**config.mk**
```make
export PLATFORM = sky130hd
export DESIGN_NAME = ads868x_up_regbank
export DESIGN_NICKNAME = d
export VERILOG_FILES = /design/src/rtl/ads868x_up_regbank.sv
export SDC_FILE = /design/constraint.sdc
export NUM_CORES = 1
export LEC_CHECK = 0
export BUFFER_PORTS_ARGS = -buffer_cell sky130_fd_sc_hd__buf_2
export CORE_ASPECT_RATIO = 1.75
export CORE_MARGIN = 5
export CORE_UTILIZATION = 51
export CTS_BUF_LIST = sky130_fd_sc_hd__clkbuf_8
export DETAILED_ROUTE_END_ITERATION = 12
export GPL_TIMING_DRIVEN = 0
export HOLD_SLACK_MARGIN = 0.05
export PLACE_DENSITY = 0.77
export SETUP_SLACK_MARGIN = 0.3
export SLEW_MARGIN = 10
export SYNTH_ARGS = -nofsm -noshare
export SYNTH_HDL_FRONTEND = slang
export SYNTH_SLANG_ARGS = --single-unit
```
**constraint.sdc**
```tcl
create_clock -name up_clk -period 2.97 [get_ports up_clk]
set_clock_uncertainty 0.15 [all_clocks]
set_input_delay 0.7425 -clock up_clk [delete_from_list [all_inputs] [get_ports up_clk]]
set_output_delay 0.7425 -clock up_clk [all_outputs]
set_load 0.1 [all_outputs]
```
**src/rtl/ads868x_up_regbank.sv**
```systemverilog
// ads868x_up_regbank: up_* register bank for the ADS868x capture core.
// Holds configuration for the sequencer and captures the latest sample per channel.
// It also keeps sticky overrun flags and generates a self-timed soft-reset pulse.
// Single clock domain; reads and writes are acknowledged one cycle after the strobe.
module ads868x_up_regbank #(
    parameter logic [31:0] C_VERSION     = 32'h20200301,
    parameter int          C_NUM_CH      = 8,
    parameter int          C_DATA_W      = 16,
    parameter int          C_SRST_CYCLES = 16
) (
    input  logic                           up_clk,
    input  logic                           up_rstn,
    input  logic                           up_wr_req,
    input  logic [9:0]                     up_wr_addr,
    input  logic [3:0]                     up_wr_be,
    input  logic [31:0]                    up_wr_data,
    output logic                           up_wr_ack,
    input  logic                           up_rd_req,
    input  logic [9:0]                     up_rd_addr,
    output logic [31:0]                    up_rd_data,
    output logic                           up_rd_ack,
    input  logic [C_NUM_CH-1:0]            smp_valid,
    input  logic [C_NUM_CH*C_DATA_W-1:0]   smp_data,
    output logic                           ctrl_soft_reset,
    output logic                           ctrl_enable,
    output logic [C_NUM_CH-1:0]            ctrl_ext_mux_en,
    output logic [C_NUM_CH*4-1:0]          ctrl_ch_range
);

    localparam logic [7:0] SRST_LOAD = 8'(C_SRST_CYCLES);

    function automatic logic [31:0] be_merge(input logic [31:0] old_v,
                                             input logic [31:0] new_v,
                                             input logic [3:0]  be);
        logic [31:0] r;
        for (int b = 0; b < 4; b++)
            r[8*b +: 8] = be[b] ? new_v[8*b +: 8] : old_v[8*b +: 8];
        return r;
    endfunction

    logic [7:0]                         srst_cnt_q, srst_cnt_d;
    logic                               srst_start, srst_active;
    logic                               enable_q;
    logic [31:0]                        scratch_q;
    logic [C_NUM_CH-1:0]                mux_q, mux_wr;
    logic [C_NUM_CH-1:0][3:0]           cfg_q;
    logic [C_NUM_CH-1:0][C_DATA_W-1:0]  data_q, data_d;
    logic [C_NUM_CH-1:0]                fresh_q, fresh_d, ovf_q, ovf_d, ovf_clr;
    logic                               wr_ack_q, rd_ack_q;
    logic [31:0]                        rd_data_q, rd_val, status_w;

    assign srst_active     = (srst_cnt_q != 8'd0);
    assign ctrl_soft_reset = srst_active;
    assign ctrl_enable     = enable_q;
    assign ctrl_ext_mux_en = mux_q;
    assign ctrl_ch_range   = cfg_q;
    assign up_wr_ack       = wr_ack_q;
    assign up_rd_ack       = rd_ack_q;
    assign up_rd_data      = rd_data_q;

    // Soft-reset counter: a W1 to CTRL[0] (re)loads it, otherwise it counts down to 0.
    always_comb begin
        srst_start = up_wr_req && (up_wr_addr == 10'h001) && up_wr_be[0] && up_wr_data[0];
        if (srst_start)
            srst_cnt_d = SRST_LOAD;
        else if (srst_cnt_q != 8'd0)
            srst_cnt_d = srst_cnt_q - 8'd1;
        else
            srst_cnt_d = srst_cnt_q;
    end

    // Byte-lane qualified next values for MUX_EN and the OVF W1C mask.
    always_comb begin
        for (int k = 0; k < C_NUM_CH; k++) begin
            mux_wr[k]  = up_wr_be[k/8] ? up_wr_data[k] : mux_q[k];
            ovf_clr[k] = up_wr_req && (up_wr_addr == 10'h005) && up_wr_be[k/8] && up_wr_data[k];
        end
    end

    // Per-channel capture: a same-cycle CH_DATA read suppresses both the fresh clear and the overrun.
    // Overrun set wins over W1C; the whole capture state is held at 0 while the pulse runs.
    always_comb begin
        data_d  = data_q;
        fresh_d = fresh_q;
        ovf_d   = ovf_q;
        for (int k = 0; k < C_NUM_CH; k++) begin
            if (srst_cnt_d != 8'd0) begin
                data_d[k]  = '0;
                fresh_d[k] = 1'b0;
                ovf_d[k]   = 1'b0;
            end else begin
                if (smp_valid[k]) begin
                    data_d[k]  = smp_data[k*C_DATA_W +: C_DATA_W];
                    fresh_d[k] = 1'b1;
                end else if (up_rd_req && (up_rd_addr == 10'(32 + k))) begin
                    fresh_d[k] = 1'b0;
                end
                if (smp_valid[k] && fresh_q[k] && !(up_rd_req && (up_rd_addr == 10'(32 + k))))
                    ovf_d[k] = 1'b1;
                else if (ovf_clr[k])
                    ovf_d[k] = 1'b0;
            end
        end
    end

    // Read mux over the current (pre-write) register state; unmapped words return DEADBEEF.
    always_comb begin
        status_w                  = '0;
        status_w[0]               = srst_active;
        status_w[16 +: C_NUM_CH]  = fresh_q;
        rd_val = 32'hDEADBEEF;
        case (up_rd_addr)
            10'h000: rd_val = C_VERSION;
            10'h001: rd_val = {30'd0, enable_q, srst_active};
            10'h002: rd_val = status_w;
            10'h003: rd_val = scratch_q;
            10'h004: rd_val = 32'(mux_q);
            10'h005: rd_val = 32'(ovf_q);
            default: ;
        endcase
        for (int k = 0; k < C_NUM_CH; k++) begin
            if (up_rd_addr == 10'(16 + k)) rd_val = {28'd0, cfg_q[k]};
            if (up_rd_addr == 10'(32 + k)) rd_val = 32'(data_q[k]);
        end
    end

    // State registers, configuration writes and the bus acknowledges.
    always_ff @(posedge up_clk or negedge up_rstn) begin
        if (!up_rstn) begin
            srst_cnt_q <= '0;
            enable_q   <= 1'b0;
            scratch_q  <= '0;
            mux_q      <= '0;
            cfg_q      <= '0;
            data_q     <= '0;
            fresh_q    <= '0;
            ovf_q      <= '0;
            wr_ack_q   <= 1'b0;
            rd_ack_q   <= 1'b0;
            rd_data_q  <= '0;
        end else begin
            srst_cnt_q <= srst_cnt_d;
            data_q     <= data_d;
            fresh_q    <= fresh_d;
            ovf_q      <= ovf_d;
            wr_ack_q   <= up_wr_req;
            rd_ack_q   <= up_rd_req;
            if (up_rd_req)
                rd_data_q <= rd_val;
            if (up_wr_req) begin
                if (up_wr_addr == 10'h001 && up_wr_be[0]) enable_q  <= up_wr_data[1];
                if (up_wr_addr == 10'h003)                scratch_q <= be_merge(scratch_q, up_wr_data, up_wr_be);
                if (up_wr_addr == 10'h004)                mux_q     <= mux_wr;
                for (int k = 0; k < C_NUM_CH; k++)
                    if (up_wr_addr == 10'(16 + k) && up_wr_be[0]) cfg_q[k] <= up_wr_data[3:0];
            end
        end
    end

endmodule
```
==> impl_metrics.json, run 1 <==
{
  "outcome": "complete, but fails checks",
  "failing_checks": "setup timing",
  "gr-total-overflow": 0,
  "viasPerCell": 6.34,
  "grt_pass1_vias": 12400,
  "grt_setup_unrepaired": "true",
  "dp.cells": 1766,
  "static-leakage-power_nw": 8.06,
  "postSynthAreaPerCell_um2": 10.6,
  "first_pass_grt_wire_length_um": 73200,
  "vias": 11900,
  "slew_viol_final": 0,
  "share_of_layout_cells_above_drive_strength_1_pct": 42.5,
  "floorplan.die.width_um": 129,
  "final.hold.worst_slack_ns": 0.159,
  "max_cap_violation_count": 0,
  "setup_violations": 80,
  "worst_hold_startpoint": "up_wr_req",
  "quantity_of_i_o_buffers_inserted_on_ports": 260,
  "critical_path.startpoint_type": "flop",
  "ant_nets": 0,
  "die_h_um": 218,
  "arrival_worst_endpoint_ns": 2.21,
  "synth.ff_latch_count": 259,
  "routedWlPerCell_um": 27.0,
  "fin_ws_ns": -0.131,
  "floorplan.rows": 76,
  "timing.setup.critical_path_class": "reg -> out",
  "drc": 0,
  "drt_pass1_iterations": 5,
  "design.final.nets": 1730,
  "postSynth.asyncResetShare_pct": 100,
  "peakVddDrop_mv": 0.383,
  "cellPowerDensity_mw_per_mm2": 519,
  "postLayoutCoreUtil_pct": 71.1,
  "maxClockFrequency_ghz": 0.322,
  "layout.cells.non_filler": 1879,
  "start_util_pct": 51.5,
  "timing.hold.worst_endpoint": "up_wr_ack$_DFF_PN0_",
  "clock_sink_count": 259,
  "synth_enable_flop_cells": 0,
  "layout_worst_path_cycle_share_pct": 104,
  "synthesis.area_mm2": 0.0126,
  "timing.reg2reg.worst_path_depth": 13,
  "critPathRequiredTime_ns": 2.08,
  "number_of_antenna_violations_at_the_first_check_in_global_routing": 3,
  "timing.critical_path.max_delay_family": "simple AND/OR/NAND/NOR gates",
  "cts_buffers": 39,
  "cp_cell_sequence": "inv_2 -> ha_4 -> or4b_4 -> or2_4 -> buf_12 -> buf_16",
  "clkSlewWorstSetupHoldPaths_ns": 0.07,
  "timing.reg2reg.setup_slack_ns": -0.09,
  "pin_count": 272,
  "worstMarginPinSlew_ns": 1.25,
  "synthFlopType": "sky130_fd_sc_hd__dfrtp_1",
  "cts.root.buffer_cell": "sky130_fd_sc_hd__clkbuf_8",
  "worstReg2RegEnd": "data_q[21]$_DFFE_PN0P_",
  "synthCells": 1192,
  "detailed_placement_hpwl_um": 35300,
  "max_slew_margin_pct": 15.8,
  "synth_nets": 1389,
  "cts_max_level": 2,
  "timing_hold_violations_final": 0,
  "worst_skew_pair.late_latency_ns": 0.59,
  "worst_hold_path_type": "in -> reg",
  "flow.area_growth_from_synthesis_pct": 38.1,
  "drt_wl_total_um": 50700,
  "max-clock-path-buffers": 3,
  "synth_sequential_area_ratio_pct": 51.5,
  "worst-path-max-fanout": 4,
  "cpPeakStageDelay_ns": 0.47,
  "core_mm2": 0.0244,
  "die-area_mm2": 0.0280,
  "post_synth_num_cell_types": 64,
  "yosysWarningCount": 0,
  "crit_path_end_kind": "output pin",
  "finalWeightedCongestion": 0.970,
  "gr-usage-all-layers_pct": 34.7,
  "initialDrtViolationCount": 1114,
  "pin_count_of_the_biggest_net_entering_global_routing": 115,
  "cts_tree": "yes",
  "r2r-start": "srst_cnt_q[1]$_DFF_PN0_",
  "period_needed_ns": 3.10,
  "crit_slowest_cell": "sky130_fd_sc_hd__or4b_4",
  "hold-path-cell-count": 1,
  "worst-path-buf-inv": 3
}
[how the worst max path moves through the flow]
stage / startpoint / end / slack, ns / cells past startpoint
2_1_floorplan: srst_cnt_q[0]$_DFF_PN0_ / ovf_q[1]$_DFFE_PN0P_ / 0.07 / 12
3_3_place_gp: up_rstn / data_q[127]$_DFFE_PN0P_ / -3.58 / 1
3_5_place_dp: up_rd_addr[0] / up_rd_data[0]$_DFFE_PN0P_ / -0.96 / 9
4_1_cts: srst_cnt_q[0]$_DFF_PN0_ / ctrl_soft_reset / -0.14 / 6
5_1_grt: srst_cnt_q[1]$_DFF_PN0_ / ctrl_soft_reset / -0.16 / 6
6_report: srst_cnt_q[1]$_DFF_PN0_ / ctrl_soft_reset / -0.13 / 6
[per-layer routing]
metal / vias to the layer above / part of all wire, % / track usage, %
met5: - / 0 / 0
met4: 0 / 8.7 / 23.6
met3: 265 / 7.1 / 5.47
met2: 729 / 50 / 59.4
met1: 5913 / 34 / 39.2
li1: 5015 / - / -
[layout by cell type, fill, tap and decap left out, types with 19 or more instances in the layout]
cell | synthesis | final
sky130_fd_sc_hd__nor2_4 | 0 | 131
sky130_fd_sc_hd__mux2i_1 | 141 | 141
sky130_fd_sc_hd__o22ai_1 | 26 | 26
sky130_fd_sc_hd__inv_1 | 25 | 33
sky130_fd_sc_hd__a22oi_1 | 29 | 29
sky130_fd_sc_hd__dfrtp_1 | 259 | 258
sky130_fd_sc_hd__nand3_1 | 21 | 21
sky130_fd_sc_hd__clkbuf_1 | 63 | 37
sky130_fd_sc_hd__o21ai_0 | 49 | 49
sky130_fd_sc_hd__nor2_1 | 201 | 61
sky130_fd_sc_hd__clkbuf_8 | 0 | 54
sky130_fd_sc_hd__mux2_2 | 79 | 79
sky130_fd_sc_hd__a21oi_1 | 61 | 56
sky130_fd_sc_hd__buf_4 | 0 | 19
sky130_fd_sc_hd__nand2_1 | 48 | 46
sky130_fd_sc_hd__buf_2 | 4 | 262
[what timing repair did]
action	4_1_cts	5_1_grt
resized for setup	246	151
hold buffers	1	0
endpoints found under the hold margin	39	0
cloned	15	2
pin swaps	113	37
buffers inserted	16	4
endpoints found under the setup margin	176	167
[worst reg2reg max path, stage by stage (launching register included)]
cell	delay, ns
sky130_fd_sc_hd__dfrtp_1	0.40
sky130_fd_sc_hd__inv_2	0.09
sky130_fd_sc_hd__ha_4	0.13
sky130_fd_sc_hd__or4b_4	0.47
sky130_fd_sc_hd__or2_4	0.26
sky130_fd_sc_hd__buf_12	0.14
sky130_fd_sc_hd__nor3_4	0.12
sky130_fd_sc_hd__a41oi_2	0.05
sky130_fd_sc_hd__or4_4	0.54
sky130_fd_sc_hd__buf_12	0.18
sky130_fd_sc_hd__buf_16	0.16
sky130_fd_sc_hd__buf_12	0.13
sky130_fd_sc_hd__buf_16	0.13
sky130_fd_sc_hd__nor2_2	0.07
[power by group]
group | switching (W) | internal, W | leakage, nW
Combinational | 0.00124 | 0.000751 | 4.08
Sequential | 0.000144 | 0.00369 | 3.52
Clock | 0.00153 | 0.00167 | 0.462
[cells in the mapped netlist, drive strengths merged, types with 5 or more instances]
library cell	n	area, um2
inv	25	93.8
a32oi	9	78.8
nand2	48	180
mux2i	141	1410
nor3	10	55.1
mux2	79	890
a2bb2oi	6	52.6
a21oi	61	305
xnor2	6	52.6
nand3	21	105
a211oi	8	60.1
nor4	7	50.1
o221ai	5	43.8
nor2b	8	50.1
clkbuf	63	236
a221oi	8	70.1
o22ai	26	163
nor2	201	754
dfrtp	259	6480
a22oi	29	218
o211ai	5	37.5
a31oi	11	68.8
and3	5	31.3
buf	18	125
nand2b	8	50.1
o2bb2ai	16	140
o21ai	49	245
[flip-flops by register name, indices dropped and copies added, names as in the netlist, 8 cells and up]
register and count:
ctrl_ext_mux_en 8, data_q 128, srst_cnt_q 8, scratch_q 32, fresh_q 8, ctrl_ch_range 32
up_rd_data 32, ovf_q 8
[logic make-up (layout without fill, tap and decap cells)]
| family | after synthesis | count (layout) | synth area share (%) |
|---|---|---|---|
| buffers and inverters | 107 | 479 | 3.65 |
| DFF | 259 | 259 | 51.5 |
| other | 0 | 3 | 0 |
| and+or+nand+nor | 331 | 331 | 11.6 |
| AOI/OAI and AO/OA | 264 | 264 | 14.0 |
| adders and majority gates | 1 | 1 | 0.0994 |
| xor gates and xnor gates | 8 | 8 | 0.557 |
| muxes | 222 | 222 | 18.6 |
[through the flow]
stage                     worst slack, ns  total power, W  TNS [ns]  area (um2)
after floorplan                    0.0702         0.00471         0       12700
after global placement              -3.58         0.00519   -967.27       14400
after detailed placement           -0.959         0.00524    -50.97       14500
after CTS                          -0.138         0.00882     -2.83       16700
after global routing               -0.165         0.00931     -7.52       17400
final                              -0.131         0.00902     -1.85       17400
[layout make-up]
class                      instances  area [um2]
fill                            1707        7070
sequential                       259        6480
inverter                          26        97.6
buffer                            81         686
antenna                            3        7.51
timing repair buffer             300        2030
multi-input combinational        826        6830
clock inverter                    20         126
clock buffer                      52         716
tap                              312         390
Power figures use the tool's default switching activity.
==> run 2, diff against run 1 <==
Settings changed: CELL_PAD_IN_SITES_DETAIL_PLACEMENT set to 0, CELL_PAD_IN_SITES_GLOBAL_PLACEMENT set to 1, CORE_UTILIZATION 51 to 40, PLACE_DENSITY 0.77 to 0.78.
==> run 2 against run 1 <==
- the flow still finishes with violations (setup timing)
- cell count increased by 4.5%
- sequential cell count unchanged
- maximum frequency increased by 1.5%
- routed wire length increased by 1.6%
- hold slack got worse by 0.013 ns
- clock-buffer cell count increased by 1
- clock power increased by 8.1%
- highest routed layer unchanged
==> impl_metrics.json, run 2 (same netlist as run 1, synthesis figures left out) <==
{
  "outcome": "complete, but fails checks",
  "failing_checks": "setup timing",
  "worst_hold_path_type": "in -> reg",
  "drc": 0,
  "grt_setup_unrepaired": "true",
  "slew_viol_final": 0,
  "viasPerCell": 5.82,
  "crit_start": "srst_cnt_q[0]$_DFF_PN0_",
  "clock_sink_count": 259,
  "cts_buffers": 42,
  "drt_pass1_iterations": 6,
  "timing.reg2reg.worst_path_depth": 12,
  "commonest_non_fill_non_tap_cell_in_the_layout": "sky130_fd_sc_hd__buf_2",
  "design.final.nets": 1733,
  "floorplan.rows": 86,
  "final.hold.worst_slack_ns": 0.146,
  "post-layout-total-power_w": 0.00925,
  "clkSlewWorstSetupHoldPaths_ns": 0.07,
  "cellPowerDensity_mw_per_mm2": 526,
  "ant_nets": 0,
  "cts.root.buffer_cell": "sky130_fd_sc_hd__clkbuf_8",
  "period_needed_ns": 3.05,
  "largest_register": "data_q",
  "flip_flop_count_of_the_largest_register_all_copies_and_words_added": 128,
  "timing.setup.critical_path_class": "reg -> out",
  "die_h_um": 245,
  "routedWlPerCell_um": 26.2,
  "initialDrtViolationCount": 793,
  "die-area_mm2": 0.0352,
  "grt_pass1_vias": 12000,
  "worstMarginPinSlew_ns": 1.22,
  "setup_violations": 36,
  "arrival_worst_endpoint_ns": 2.16,
  "worst_skew_pair.late_latency_ns": 0.58,
  "place_worst_setup_slack_ns": -0.801,
  "max_slew_margin_pct": 18.0,
  "dp.cells": 1850,
  "flow.area_growth_from_synthesis_pct": 39.7,
  "worst_setup_path_endpoint": "ctrl_soft_reset",
  "timing_hold_violations_final": 0,
  "critical_path.startpoint_type": "flop",
  "worst-path-max-fanout": 4,
  "finalSetupTns_ns": -0.513,
  "fillerInstances": 2789,
  "max_cap_violation_count": 0,
  "max-clock-path-buffers": 3,
  "peakVddDrop_mv": 0.442,
  "drt_wl_total_um": 51600,
  "vias": 11400,
  "pin_count": 272,
  "layout.cells.most_common_list": "260 x sky130_fd_sc_hd__buf_2, 258 x sky130_fd_sc_hd__dfrtp_1, 141 x sky130_fd_sc_hd__mux2i_1",
  "gr-usage-all-layers_pct": 28.2,
  "detailed_placement_hpwl_um": 37700,
  "cts_tree": "yes",
  "floorplan.die.width_um": 144,
  "cts_max_level": 2,
  "critPathRequiredTime_ns": 2.08,
  "maxClockFrequency_ghz": 0.327,
  "worstReg2RegEnd": "fresh_q[1]$_DFFE_PN0P_",
  "quantity_of_i_o_buffers_inserted_on_ports": 260,
  "share_of_layout_cells_above_drive_strength_1_pct": 42.7,
  "start_util_pct": 40.2,
  "core_mm2": 0.0313,
  "gr-total-overflow": 0,
  "static-leakage-power_nw": 8.11,
  "crit_path_end_kind": "output pin",
  "number_of_antenna_violations_at_the_first_check_in_global_routing": 2,
  "fin_ws_ns": -0.0847,
  "timing.reg2reg.setup_slack_ns": -0.05,
  "r2r-start": "srst_cnt_q[0]$_DFF_PN0_",
  "finalWeightedCongestion": 0.954,
  "pin_count_of_the_biggest_net_entering_global_routing": 110,
  "first_pass_grt_wire_length_um": 73700,
  "layout_worst_path_cycle_share_pct": 103,
  "layout.cells.non_filler": 1964
}
[run 2: changes by cell type in the layout (fill, tap and decap cells not counted), sizes merged]
cell	delta
buf	-12
bufinv	+3
inv	-1
clkinvlp	-3
clkinv	+2
diode	-1
clkbuf	+13
[run 2: worst max-delay path, stage by stage (launching register included)]
cell and delay (ns):
sky130_fd_sc_hd__dfrtp_2 0.41, sky130_fd_sc_hd__inv_2 0.06, sky130_fd_sc_hd__ha_4 0.13, sky130_fd_sc_hd__or4b_4 0.46, sky130_fd_sc_hd__or2_4 0.25, sky130_fd_sc_hd__buf_12 0.13, sky130_fd_sc_hd__buf_12 0.15
[run 2: layout make-up]
cell class	instances	area [um2]	share of cell area [%]
Clock inverter	21	195	1.11
Tap cell	396	495	2.82
Sequential cell	259	6480	36.9
Inverter	26	97.6	0.555
Clock buffer	53	729	4.15
Antenna cell	2	5.00	0.0285
Multi-Input combinational cell	826	6860	39.1
Buffer	81	686	3.90
Timing Repair Buffer	300	2020	11.5
[run 2: worst min path at each step]
| stage | slack (ns) | from | to | cells past startpoint |
|---|---|---|---|---|
| 2_1_floorplan | 0.30 | up_rstn | ctrl_ch_range[0]$_DFFE_PN0P_ | 0 |
| 3_3_place_gp | 0.32 | up_rd_data[27]$_DFFE_PN0P_ | up_rd_data[27]$_DFFE_PN0P_ | 1 |
| 3_5_place_dp | 0.33 | up_rd_data[31]$_DFFE_PN0P_ | up_rd_data[31]$_DFFE_PN0P_ | 1 |
| 4_1_cts | 0.13 | up_rd_req | up_rd_ack$_DFF_PN0_ | 1 |
| 5_1_grt | 0.14 | up_rd_req | up_rd_ack$_DFF_PN0_ | 1 |
| 6_report | 0.15 | up_rd_req | up_rd_ack$_DFF_PN0_ | 1 |
[run 2: layer usage]
metal | GRT usage [%] | part of all wire, % | vias up | wire length [um]
met2 | 49.2 | 52 | 524 | 27000
met5 | 0 | 0 | - | 0
met4 | 17.9 | 7.6 | 0 | 3930
met1 | 31.5 | 35 | 5702 | 17900
met3 | 4.15 | 5.4 | 178 | 2790
li1 | - | - | 5025 | -
[run 2: per-stage QoR]
step,util [%],instance area [um2]
floorplan,-,12700
global route,56.1,17600
finish,56.1,17600
detailed placement,46.6,14600
global placement,46.3,14500
CTS,53.2,16700
[run 2: timing repair]
item / 4_1_cts / 5_1_grt
setup endpoints to repair: 177 / 168
endpoints found under the hold margin: 45 / 0
resized for setup: 222 / 165
pin swaps: 74 / 72
gates cloned: 9 / 8
hold buffers: 1 / 0
setup buffers: 11 / 9
[run 2: power breakdown]
part	leakage (nW)	switching [W]	internal, W
sequential	3.52	0.000139	0.00369
combinational	4.08	0.00121	0.000746
clock	0.514	0.00151	0.00195
total	8.11	0.00286	0.00639
==> run 3, diff against run 2 <==
Settings changed: CORE_MARGIN 5 to unset, CTS_CLUSTER_DIAMETER set to 100.
Clock period 2.97 ns to 2.6 ns, I/O delays scaled along.
==> run 3 against run 2 <==
- die area shrank 8.6%
- the run still ends with setup timing left
- cell count shrank 0.61%
- highest routed layer unchanged
- sequential cell count is the same
- largest cell class unchanged
- first-iteration DRC count shrank 13%
- critical path depth grew 6
- routed wire length shrank 5.1%
- hold slack gained 0.0070 ns
- sequential power grew 14%
- via count shrank 2.7%
- power grew 9.7%
- core utilization shrank 0.47 points
- clock power grew 9.0%
==> impl_metrics.json, run 3 (same netlist as run 1, synthesis figures left out) <==
{
  "outcome": "complete, but fails checks",
  "failing_checks": "setup timing",
  "pin_count_of_the_biggest_net_entering_global_routing": 110,
  "gr-usage-all-layers_pct": 30.4,
  "first_pass_grt_wire_length_um": 71100,
  "worst_hold_path_type": "in -> reg",
  "floorplan.die.width_um": 136,
  "layout_worst_path_cycle_share_pct": 115,
  "drt_wl_total_um": 48900,
  "slew_viol_final": 0,
  "start_util_pct": 40.8,
  "setup_violations": 145,
  "cts.root.buffer_cell": "sky130_fd_sc_hd__clkbuf_8",
  "cts_buffers": 40,
  "core_mm2": 0.0308,
  "cts_max_level": 2,
  "worst_skew_pair.late_latency_ns": 0.58,
  "fin_ws_ns": -0.386,
  "design.final.nets": 1725,
  "placed_cell_area_mm2": 0.0148,
  "gr-total-overflow": 0,
  "finalWeightedCongestion": 0.942,
  "flip_flop_count_of_the_largest_register_all_copies_and_words_added": 128,
  "share_of_layout_cells_above_drive_strength_1_pct": 42.3,
  "grt_pass1_vias": 11400,
  "drt_pass1_iterations": 5,
  "quantity_of_i_o_buffers_inserted_on_ports": 260,
  "crit_path_end_kind": "flop",
  "layout.cell_area.non_filler_mm2": 0.0172,
  "finalSetupTns_ns": -48.72,
  "fillerInstances": 2822,
  "cts_tree": "yes",
  "post-layout-total-power_w": 0.0101,
  "routedWlPerCell_um": 25.1,
  "max-clock-path-buffers": 3,
  "maxClockFrequency_ghz": 0.335,
  "detailed_placement_hpwl_um": 36800,
  "clkSlewWorstSetupHoldPaths_ns": 0.06,
  "ant_nets": 0,
  "arrival_worst_endpoint_ns": 3.34,
  "die_h_um": 237,
  "pin_count": 272,
  "largest_register": "data_q",
  "drc": 0,
  "timing.setup.critical_path_class": "reg -> reg",
  "period_needed_ns": 2.99,
  "clock_sink_count": 259,
  "floorplan.rows": 85,
  "number_of_antenna_violations_at_the_first_check_in_global_routing": 1,
  "timing_hold_violations_final": 0,
  "critPathRequiredTime_ns": 2.95,
  "worstMarginPinSlew_ns": 1.05,
  "peakVddDrop_mv": 0.413,
  "commonest_non_fill_non_tap_cell_in_the_layout": "sky130_fd_sc_hd__dfrtp_1",
  "cellPowerDensity_mw_per_mm2": 591,
  "grt_setup_unrepaired": "true",
  "vias": 11100,
  "postLayoutCoreUtil_pct": 55.7,
  "max_cap_violation_count": 0,
  "worst-path-max-fanout": 6,
  "initialDrtViolationCount": 687,
  "max_slew_margin_pct": 30.1,
  "viasPerCell": 5.69,
  "static-leakage-power_nw": 8.03,
  "flow.area_growth_from_synthesis_pct": 36.4,
  "critical_path.startpoint_type": "flop",
  "die-area_mm2": 0.0322,
  "layout.cells.most_common_list": "258 x sky130_fd_sc_hd__dfrtp_1, 244 x sky130_fd_sc_hd__buf_2, 141 x sky130_fd_sc_hd__mux2i_1"
}
==> run 3: report_power, final <==
part	internal [W]	switching, W	leakage (nW)	total [W]
clock network	0.00211	0.00166	0.498	0.00377
logic	0.000762	0.00124	4.01	0.00200
registers	0.00422	0.000160	3.52	0.00438
==> run 3: worst paths after layout <==
path / startpoint / endpoint / slack, ns / cells after the start
hold reg to reg: up_rd_data[22]$_DFFE_PN0P_ / up_rd_data[22]$_DFFE_PN0P_ / 0.33 / 1
max in group asynchronous: up_rstn / data_q[125]$_DFFE_PN0P_ / 0.98 / 3
hold / removal: up_wr_data[22] / scratch_q[22]$_DFFE_PN0P_ / 0.15 / 2
setup / recovery: srst_cnt_q[1]$_DFF_PN0_ / data_q[123]$_DFFE_PN0P_ / -0.39 / 12
setup reg to reg: srst_cnt_q[1]$_DFF_PN0_ / data_q[123]$_DFFE_PN0P_ / -0.39 / 12
min in group asynchronous: up_rstn / ctrl_enable$_DFFE_PN0P_ / 0.44 / 2
==> run 3: what timing repair did <==
| action | CTS | global route |
|---|---|---|
| hold endpoints to repair | 47 | 0 |
| cloned | 3 | 5 |
| resized for setup | 134 | 166 |
| buffers inserted | 12 | 10 |
| pin swaps | 28 | 34 |
| hold buffers | 3 | 0 |
| setup endpoints to repair | 201 | 179 |
==> run 3: stage by stage <==
stage	hold WS, ns	setup slack (ns)	instances
2_1_floorplan	0.204	-0.300	1192
3_3_place_gp	0.316	-3.93	1843
3_5_place_dp	0.318	-1.02	1845
4_1_cts	0.130	-0.418	1937
5_1_grt	0.144	-0.460	1952
6_report	0.153	-0.386	1952
==> run 3: layout make-up <==
type                       instances  area [um2]  share of cell area [%]
tap                              391         489                    2.85
sequential                       259        6480                    37.8
clock buffer                      59         812                    4.73
antenna                            1        2.50                  0.0146
multi-input combinational        826        6550                    38.2
inverter                          26         103                   0.598
buffer                            80         749                    4.37
timing repair buffer             295        1880                    10.9
clock inverter                    15        98.8                   0.576
==> run 3: worst max-delay path, cell delays in order, from the launching register on <==
cell and delay (ns):
sky130_fd_sc_hd__dfrtp_1 0.39, sky130_fd_sc_hd__inv_2 0.08, sky130_fd_sc_hd__ha_4 0.13, sky130_fd_sc_hd__or4b_4 0.46, sky130_fd_sc_hd__or2_4 0.25, sky130_fd_sc_hd__buf_12 0.13
sky130_fd_sc_hd__nor3_4 0.11, sky130_fd_sc_hd__a41oi_2 0.05, sky130_fd_sc_hd__or4_4 0.56, sky130_fd_sc_hd__buf_8 0.18, sky130_fd_sc_hd__buf_4 0.16, sky130_fd_sc_hd__clkbuf_16 0.16
sky130_fd_sc_hd__nor2_4 0.10
==> run 3: layer usage <==
layer,track usage [%],routed length (um)
met1,35.2,17800
met4,18.8,3130
met5,0,0
met3,4.05,2510
met2,52.5,25500
